<file path="src/rtl/spi_reg_target.sv">
// SPI target for 48-bit MCU register frames: synchronises the SPI pins into clk,
// decodes read/write commands and runs single transactions on the register bus.
module spi_reg_target #(
    parameter logic [31:0] RD_LATE_DATA = 32'hFFFF_FFFF
) (
    input  logic        clk,
    input  logic        reset_n,
    input  logic        spi_clk,
    input  logic        spi_ncs,
    input  logic        spi_din,
    output logic        spi_dout,
    output logic [11:0] reg_addr,
    output logic [31:0] reg_wdata,
    output logic        reg_wr_req,
    input  logic        reg_wr_ack,
    output logic        reg_rd_req,
    input  logic        reg_rd_ack,
    input  logic [31:0] reg_rdata,
    output logic        rd_late
);

    typedef enum logic [1:0] {FIdle, FHdr, FData, FDone} frame_e;
    typedef enum logic [1:0] {BIdle, BRd, BWr} bus_e;

    logic [1:0]  sclk_sync, ncs_sync, din_sync;
    logic        sclk_prev;
    logic        sclk_s, ncs_s, din_s, rise;

    frame_e      frame_q;
    logic [5:0]  n_q, edge_num;
    logic [46:0] rx_q;
    logic [47:0] rx_next;
    logic [31:0] tx_q;
    logic        rd_frame_q, dout_q, rd_late_q;
    logic        edge_ok, rd_evt, wr_evt, ld_evt;

    bus_e        bus_q;
    logic [11:0] addr_q, wr_pend_addr_q, rd_pend_addr_q;
    logic [31:0] wdata_q, wr_pend_data_q, rd_data_q;
    logic        wr_req_q, rd_req_q, wr_pend_q, rd_pend_q;
    logic        rd_pend_want_q, rd_want_q, rd_valid_q;
    logic        wr_avail, rd_avail, rd_want_sel, rd_ok;
    logic [11:0] wr_addr_sel, rd_addr_sel;
    logic [31:0] wr_data_sel, rd_word;
    logic        unused_pad;

    assign sclk_s = sclk_sync[1];
    assign ncs_s  = ncs_sync[1];
    assign din_s  = din_sync[1];
    // chip select high masks any edge seen in the same cycle
    assign rise   = sclk_s & ~sclk_prev & ~ncs_s;

    always_ff @(posedge clk or negedge reset_n) begin
        if (!reset_n) begin
            sclk_sync <= 2'b00;
            ncs_sync  <= 2'b11;
            din_sync  <= 2'b00;
            sclk_prev <= 1'b0;
        end else begin
            sclk_sync <= {sclk_sync[0], spi_clk};
            ncs_sync  <= {ncs_sync[0], spi_ncs};
            din_sync  <= {din_sync[0], spi_din};
            sclk_prev <= sclk_s;
        end
    end

    always_comb begin
        edge_ok     = rise & ((frame_q == FHdr) | (frame_q == FData));
        edge_num    = n_q + 6'd1;
        rx_next     = {rx_q, din_s};
        rd_evt      = edge_ok & (edge_num == 6'd14) & (rx_next[13:12] == 2'b00);
        wr_evt      = edge_ok & (edge_num == 6'd48) & (rx_next[47:46] == 2'b01);
        ld_evt      = edge_ok & (edge_num == 6'd16);
        wr_avail    = wr_pend_q | wr_evt;
        wr_addr_sel = wr_evt ? rx_next[45:34] : wr_pend_addr_q;
        wr_data_sel = wr_evt ? rx_next[31:0] : wr_pend_data_q;
        rd_avail    = rd_pend_q | rd_evt;
        rd_addr_sel = rd_evt ? rx_next[11:0] : rd_pend_addr_q;
        rd_want_sel = rd_evt | rd_pend_want_q;
        // an ack landing on the deadline cycle still makes it into this frame
        rd_ok       = rd_valid_q | ((bus_q == BRd) & reg_rd_ack & rd_want_q);
        rd_word     = rd_valid_q ? rd_data_q : reg_rdata;
    end

    assign unused_pad = ^rx_next[33:32];

    always_ff @(posedge clk or negedge reset_n) begin
        if (!reset_n) begin
            frame_q    <= FIdle;
            n_q        <= 6'd0;
            rx_q       <= '0;
            tx_q       <= '0;
            rd_frame_q <= 1'b0;
            dout_q     <= 1'b0;
            rd_late_q  <= 1'b0;
        end else begin
            rd_late_q <= 1'b0;
            dout_q    <= (frame_q == FData) & rd_frame_q & tx_q[31];
            if (ncs_s) begin
                frame_q    <= FIdle;
                n_q        <= 6'd0;
                rx_q       <= '0;
                tx_q       <= '0;
                rd_frame_q <= 1'b0;
            end else begin
                case (frame_q)
                    FIdle: frame_q <= FHdr;
                    FHdr, FData: begin
                        if (rise) begin
                            n_q  <= edge_num;
                            rx_q <= rx_next[46:0];
                            if (edge_num == 6'd14) rd_frame_q <= (rx_next[13:12] == 2'b00);
                            if (edge_num == 6'd16) begin
                                frame_q <= FData;
                                if (rd_frame_q) begin
                                    tx_q      <= rd_ok ? rd_word : RD_LATE_DATA;
                                    rd_late_q <= ~rd_ok;
                                end
                            end else if (edge_num == 6'd48) begin
                                frame_q <= FDone;
                            end else if (frame_q == FData) begin
                                tx_q <= {tx_q[30:0], 1'b0};
                            end
                        end
                    end
                    default: ;
                endcase
            end
        end
    end

    always_ff @(posedge clk or negedge reset_n) begin
        if (!reset_n) begin
            bus_q          <= BIdle;
            addr_q         <= '0;
            wdata_q        <= '0;
            wr_req_q       <= 1'b0;
            rd_req_q       <= 1'b0;
            wr_pend_q      <= 1'b0;
            wr_pend_addr_q <= '0;
            wr_pend_data_q <= '0;
            rd_pend_q      <= 1'b0;
            rd_pend_addr_q <= '0;
            rd_pend_want_q <= 1'b0;
            rd_want_q      <= 1'b0;
            rd_valid_q     <= 1'b0;
            rd_data_q      <= '0;
        end else begin
            if (rd_evt) rd_valid_q <= 1'b0;
            case (bus_q)
                BIdle: begin
                    // a queued write goes first so a following read sees its effect
                    if (wr_avail) begin
                        bus_q          <= BWr;
                        wr_req_q       <= 1'b1;
                        addr_q         <= wr_addr_sel;
                        wdata_q        <= wr_data_sel;
                        wr_pend_q      <= 1'b0;
                        rd_pend_q      <= rd_avail;
                        rd_pend_addr_q <= rd_addr_sel;
                        rd_pend_want_q <= rd_want_sel;
                    end else if (rd_avail) begin
                        bus_q     <= BRd;
                        rd_req_q  <= 1'b1;
                        addr_q    <= rd_addr_sel;
                        rd_pend_q <= 1'b0;
                        rd_want_q <= rd_want_sel;
                    end
                end
                default: begin
                    if (wr_evt) begin
                        wr_pend_q      <= 1'b1;
                        wr_pend_addr_q <= rx_next[45:34];
                        wr_pend_data_q <= rx_next[31:0];
                    end
                    if (rd_evt) begin
                        rd_pend_q      <= 1'b1;
                        rd_pend_addr_q <= rx_next[11:0];
                        rd_pend_want_q <= 1'b1;
                    end
                    if ((bus_q == BWr) && reg_wr_ack) begin
                        wr_req_q <= 1'b0;
                        bus_q    <= BIdle;
                    end
                    if ((bus_q == BRd) && reg_rd_ack) begin
                        rd_req_q <= 1'b0;
                        bus_q    <= BIdle;
                        if (rd_want_q) begin
                            rd_valid_q <= 1'b1;
                            rd_data_q  <= reg_rdata;
                        end
                    end
                end
            endcase
            // past the deadline or frame aborted: outstanding read data is discarded
            if (ld_evt | ncs_s) begin
                rd_want_q      <= 1'b0;
                rd_pend_want_q <= 1'b0;
            end
        end
    end

    assign spi_dout   = dout_q;
    assign reg_addr   = addr_q;
    assign reg_wdata  = wdata_q;
    assign reg_wr_req = wr_req_q;
    assign reg_rd_req = rd_req_q;
    assign rd_late    = rd_late_q;

endmodule
</file>
<file path="config.mk">
export PLATFORM = sky130hd
export DESIGN_NAME = spi_reg_target
export DESIGN_NICKNAME = d
export VERILOG_FILES = /design/src/rtl/spi_reg_target.sv
export SDC_FILE = /design/constraint.sdc
export NUM_CORES = 1
export LEC_CHECK = 0
export ABC_AREA = 1
export ABC_CLOCK_PERIOD_IN_PS = 2500
export CORE_MARGIN = 2
export CORE_UTILIZATION = 60
export CTS_BUF_LIST = sky130_fd_sc_hd__clkbuf_4 sky130_fd_sc_hd__clkbuf_8
export CTS_CLUSTER_DIAMETER = 40
export DETAILED_ROUTE_END_ITERATION = 7
export GPL_ROUTABILITY_DRIVEN = 1
export PLACE_DENSITY = 0.93
export SLEW_MARGIN = 20
export SYNTH_ARGS = -nofsm -noshare
export SYNTH_HDL_FRONTEND = slang
export SYNTH_SLANG_ARGS = --single-unit
</file>
<file path="constraint.sdc">
create_clock -name clk -period 2.5 [get_ports clk]
set_input_delay 0.5 -clock clk [delete_from_list [all_inputs] [get_ports clk]]
set_output_delay 0.5 -clock clk [all_outputs]
set_load 0.03 [all_outputs]
</file>
==> out/metrics.yaml <==
outcome:
  outcome: "complete, no violations"
cts:
  cts_tree: "yes"
  cts_sinks: 238
  cts.reportedPaths.clkPinSlew_ns: 0.06
  root_buffer: "clkbuf_8"
  htreeDepth: 2
  clock_path_buffers: 3
  cts_made_buffers: 40
  clock_latency_ns: 0.55
layout:
  regArea_sq_mm: 0.00596
  final_util_pct: 72.1
  num_antenna_cells: 0
  area_growth_syn_to_layout_pct: 18.1
  fillers: 1150
  multiInputGateArea_sq_mm: 0.00417
  drive_gt1_share_pct: 12.4
  nets: 1407
drt:
  vias: 9517
  dr.pass1.iters: 6
  drt_wl_total_mm: 27.8
  wl_per_cell_um: 17.2
  antenna_left: 0
  drt_iter0_markers: 1096
  vias_per_cell: 5.87
  drc: 0
yosys:
  synth_cell_type_count: 36
  synth-seq-cells: 238
  netlist_instances: 1281
  syn_area_sq_mm: 0.0109
  ys_seq_area_share_pct: 54.5
  yosysTopAreaCell: "dfrtp_1"
  synth_edf_count: 0
  synthTopCellsByArea: "dfrtp_1, nand2_1, nand3_1"
  synth_top_area_share_pct: 54.1
  synth_commonest_cells: "nand2_1, dfrtp_1, nand3_1, inv_1, o21ai_1"
  syn-num-nets: 1325
  synth-main-ff-cell: "dfrtp_1"
  synthArstFlopShare_pct: 100
  avgSynthCellArea_sq_um: 8.53
  synth_warnings: 0
  synth_most_common_cell: "nand2_1"
grt:
  use_met3_pct: 4.97
  antenna_found_initial: 0
  grt_start_max_net_pins: 81
  grt_pass1_vias: 9379
  grtUsageTotal_pct: 28.7
  grt_use_met1_pct: 38.0
  overflow: 0
  grtUsageMet2_pct: 47.8
  grt_pass1_wl_mm: 45.9
  top_usage_layer: "met2"
floorplanning:
  num_io_pins: 87
  dieArea_sq_mm: 0.0193
  die_w_um: 139
  rows: 49
  start_util_pct: 61.0
  core_area_sq_mm: 0.0179
  die_h_um: 139
sta:
  skew_ns: 0.0435
  fin_crit_ns: 2.32
  grt_setup_unrepaired: "no"
  setup-tns-final_ns: 0
  setup_viol: 0
  slew_headroom_pct: 58.5
  fmax_mhz: 432
  fin_crit_sh_pct: 92.6
  finalMaxSlewViolations: 0
  hold_violations: 0
  worst_pin_slew_ns: 0.622
worst_setup_path:
  cp.required_ns: 2.94
  path_class: "reg2reg"
  cp.arrival_ns: 2.76
  cp_max_fo: 15
  worstSetupStartpointType: "register"
  endpoint_kind: "register"
pwr:
  power.leakage_nw: 6.25
  power_density_mw_per_mm2: 622
  max-vdd-ir-drop_mv: 0.734
place:
  gp_congestion: 0.836
  place_hpwl_mm: 16.3
  port_buffers: 86
flow_run:
  drv_cap: 0
hold_path:
  hold_class: "reg2reg"
## logic make-up (layout without fill, tap and decap cells)
family / count (synthesis) / in the layout / share of synthesized area, %
multiplexers: 30 / 30 / 3.09
flip-flops: 238 / 238 / 54.5
AND/OR/NAND/NOR: 639 / 639 / 25.2
adder cells (fa/ha/maj): 5 / 5 / 0.573
AO/OA/AOI/OAI: 180 / 180 / 9.27
buffers and inverters: 189 / 299 / 7.36
## through the flow
stage               worst slack (ns)  power [mW]  instances  cell area, sq um  hold WS [ns]
finish                         0.184        8.03       1620             12900         0.351
global route                  0.0484        8.26       1620             12900         0.355
CTS                           0.0984        8.04       1620             12900         0.353
detailed placement             0.162        4.33       1549             12000         0.346
global placement               0.275        4.31       1549             12000         0.345
floorplan                      0.574        4.11       1281             10900         0.204
## path summary, 6_finish.rpt
check | cells past startpoint | endpoint | start | slack, ns
min | 0 | ncs_sync[1]$_DFF_PN1_ | ncs_sync[0]$_DFF_PN1_ | 0.35
max | 12 | reg_rd_req$_DFFE_PN0P_ | frame_q[1]$_DFFE_PN0P_ | 0.18
max in group asynchronous | 3 | ncs_sync[0]$_DFF_PN1_ | reset_n | 1.16
min in group asynchronous | 2 | wr_pend_addr_q[4]$_DFFE_PN0N_ | reset_n | 0.55
min reg2reg | 0 | ncs_sync[1]$_DFF_PN1_ | ncs_sync[0]$_DFF_PN1_ | 0.35
max reg2reg | 12 | reg_rd_req$_DFFE_PN0P_ | frame_q[1]$_DFFE_PN0P_ | 0.18
## sequential cells by signal, indices dropped and copies added, names as in the netlist, 2 cells and up
register and count:
bus_q 2, din_sync 2, frame_q 2, n_q 6, ncs_sync 2, rd_data_q 32
rd_pend_addr_q 12, reg_addr 12, reg_wdata 32, rx_q 47, sclk_sync 2, tx_q 32
wr_pend_addr_q 12, wr_pend_data_q 32
## timing repair
item	CTS	global route
endpoints found under the hold margin	69	0
buffers inserted	0	0
resized for setup	0	4
hold buffers	1	0
setup endpoints to repair	0	16
## power by group
group | internal [mW] | switching, mW | leakage, nW
logic | 0.129 | 0.249 | 2.53
clock network | 2.17 | 1.58 | 0.451
registers | 3.88 | 0.0184 | 3.27
## area by class of cell
type | instances | share of cell area [%]
Inverter | 110 | 3.24
Clock inverter | 9 | 1.03
Timing Repair Buffer | 119 | 9.36
Multi-Input combinational cell | 854 | 32.3
Tap cell | 229 | 2.22
Sequential cell | 238 | 46.2
Clock buffer | 61 | 5.63
## routing by layer
| layer | wire length [um] | vias to the layer above |
|---|---|---|
| met2 | 13700 | 523 |
| met5 | 0 | - |
| met4 | 927 | 0 |
| met3 | 2090 | 89 |
| li1 | - | 4353 |
| met1 | 11100 | 4552 |
## worst max-delay path, stage by stage (launching register included)
cell	delay, ns
dfrtp_1	0.38
inv_1	0.09
ha_1	0.27
nand2_1	0.13
nor2_2	0.07
nand3_1	0.11
nor2_4	0.06
nand2_4	0.08
nand2_4	0.06
buf_4	0.19
nor2_4	0.34
nand2_1	0.21
a21oi_1	0.18
## cells in the final DEF (no fill, tap or decap), types with 2 or more instances in the layout
cell type,netlist,layout
nand2_1,421,421
dfrtp_1,236,236
nand3_1,148,148
inv_1,101,101
clkdlybuf4s50_1,0,85
o21ai_1,66,67
o22ai_1,51,51
clkbuf_8,0,43
o21ai_0,35,34
mux2_2,30,30
nor2_1,28,26
buf_4,7,24
nand4_1,18,18
clkbuf_4,0,18
a31oi_1,12,12
inv_2,8,7
buf_12,0,7
nor2_4,5,6
nand2_2,6,6
a21oi_1,6,6
o21ai_2,5,5
ha_1,5,5
nand3_2,3,3
nor2_2,2,3
nand2_4,3,3
bufinv_16,0,3
inv_4,1,2
nor3_1,2,2
clkinvlp_4,0,2
clkinv_2,0,2
dfstp_2,2,2
(Power assumes the default switching activity.)
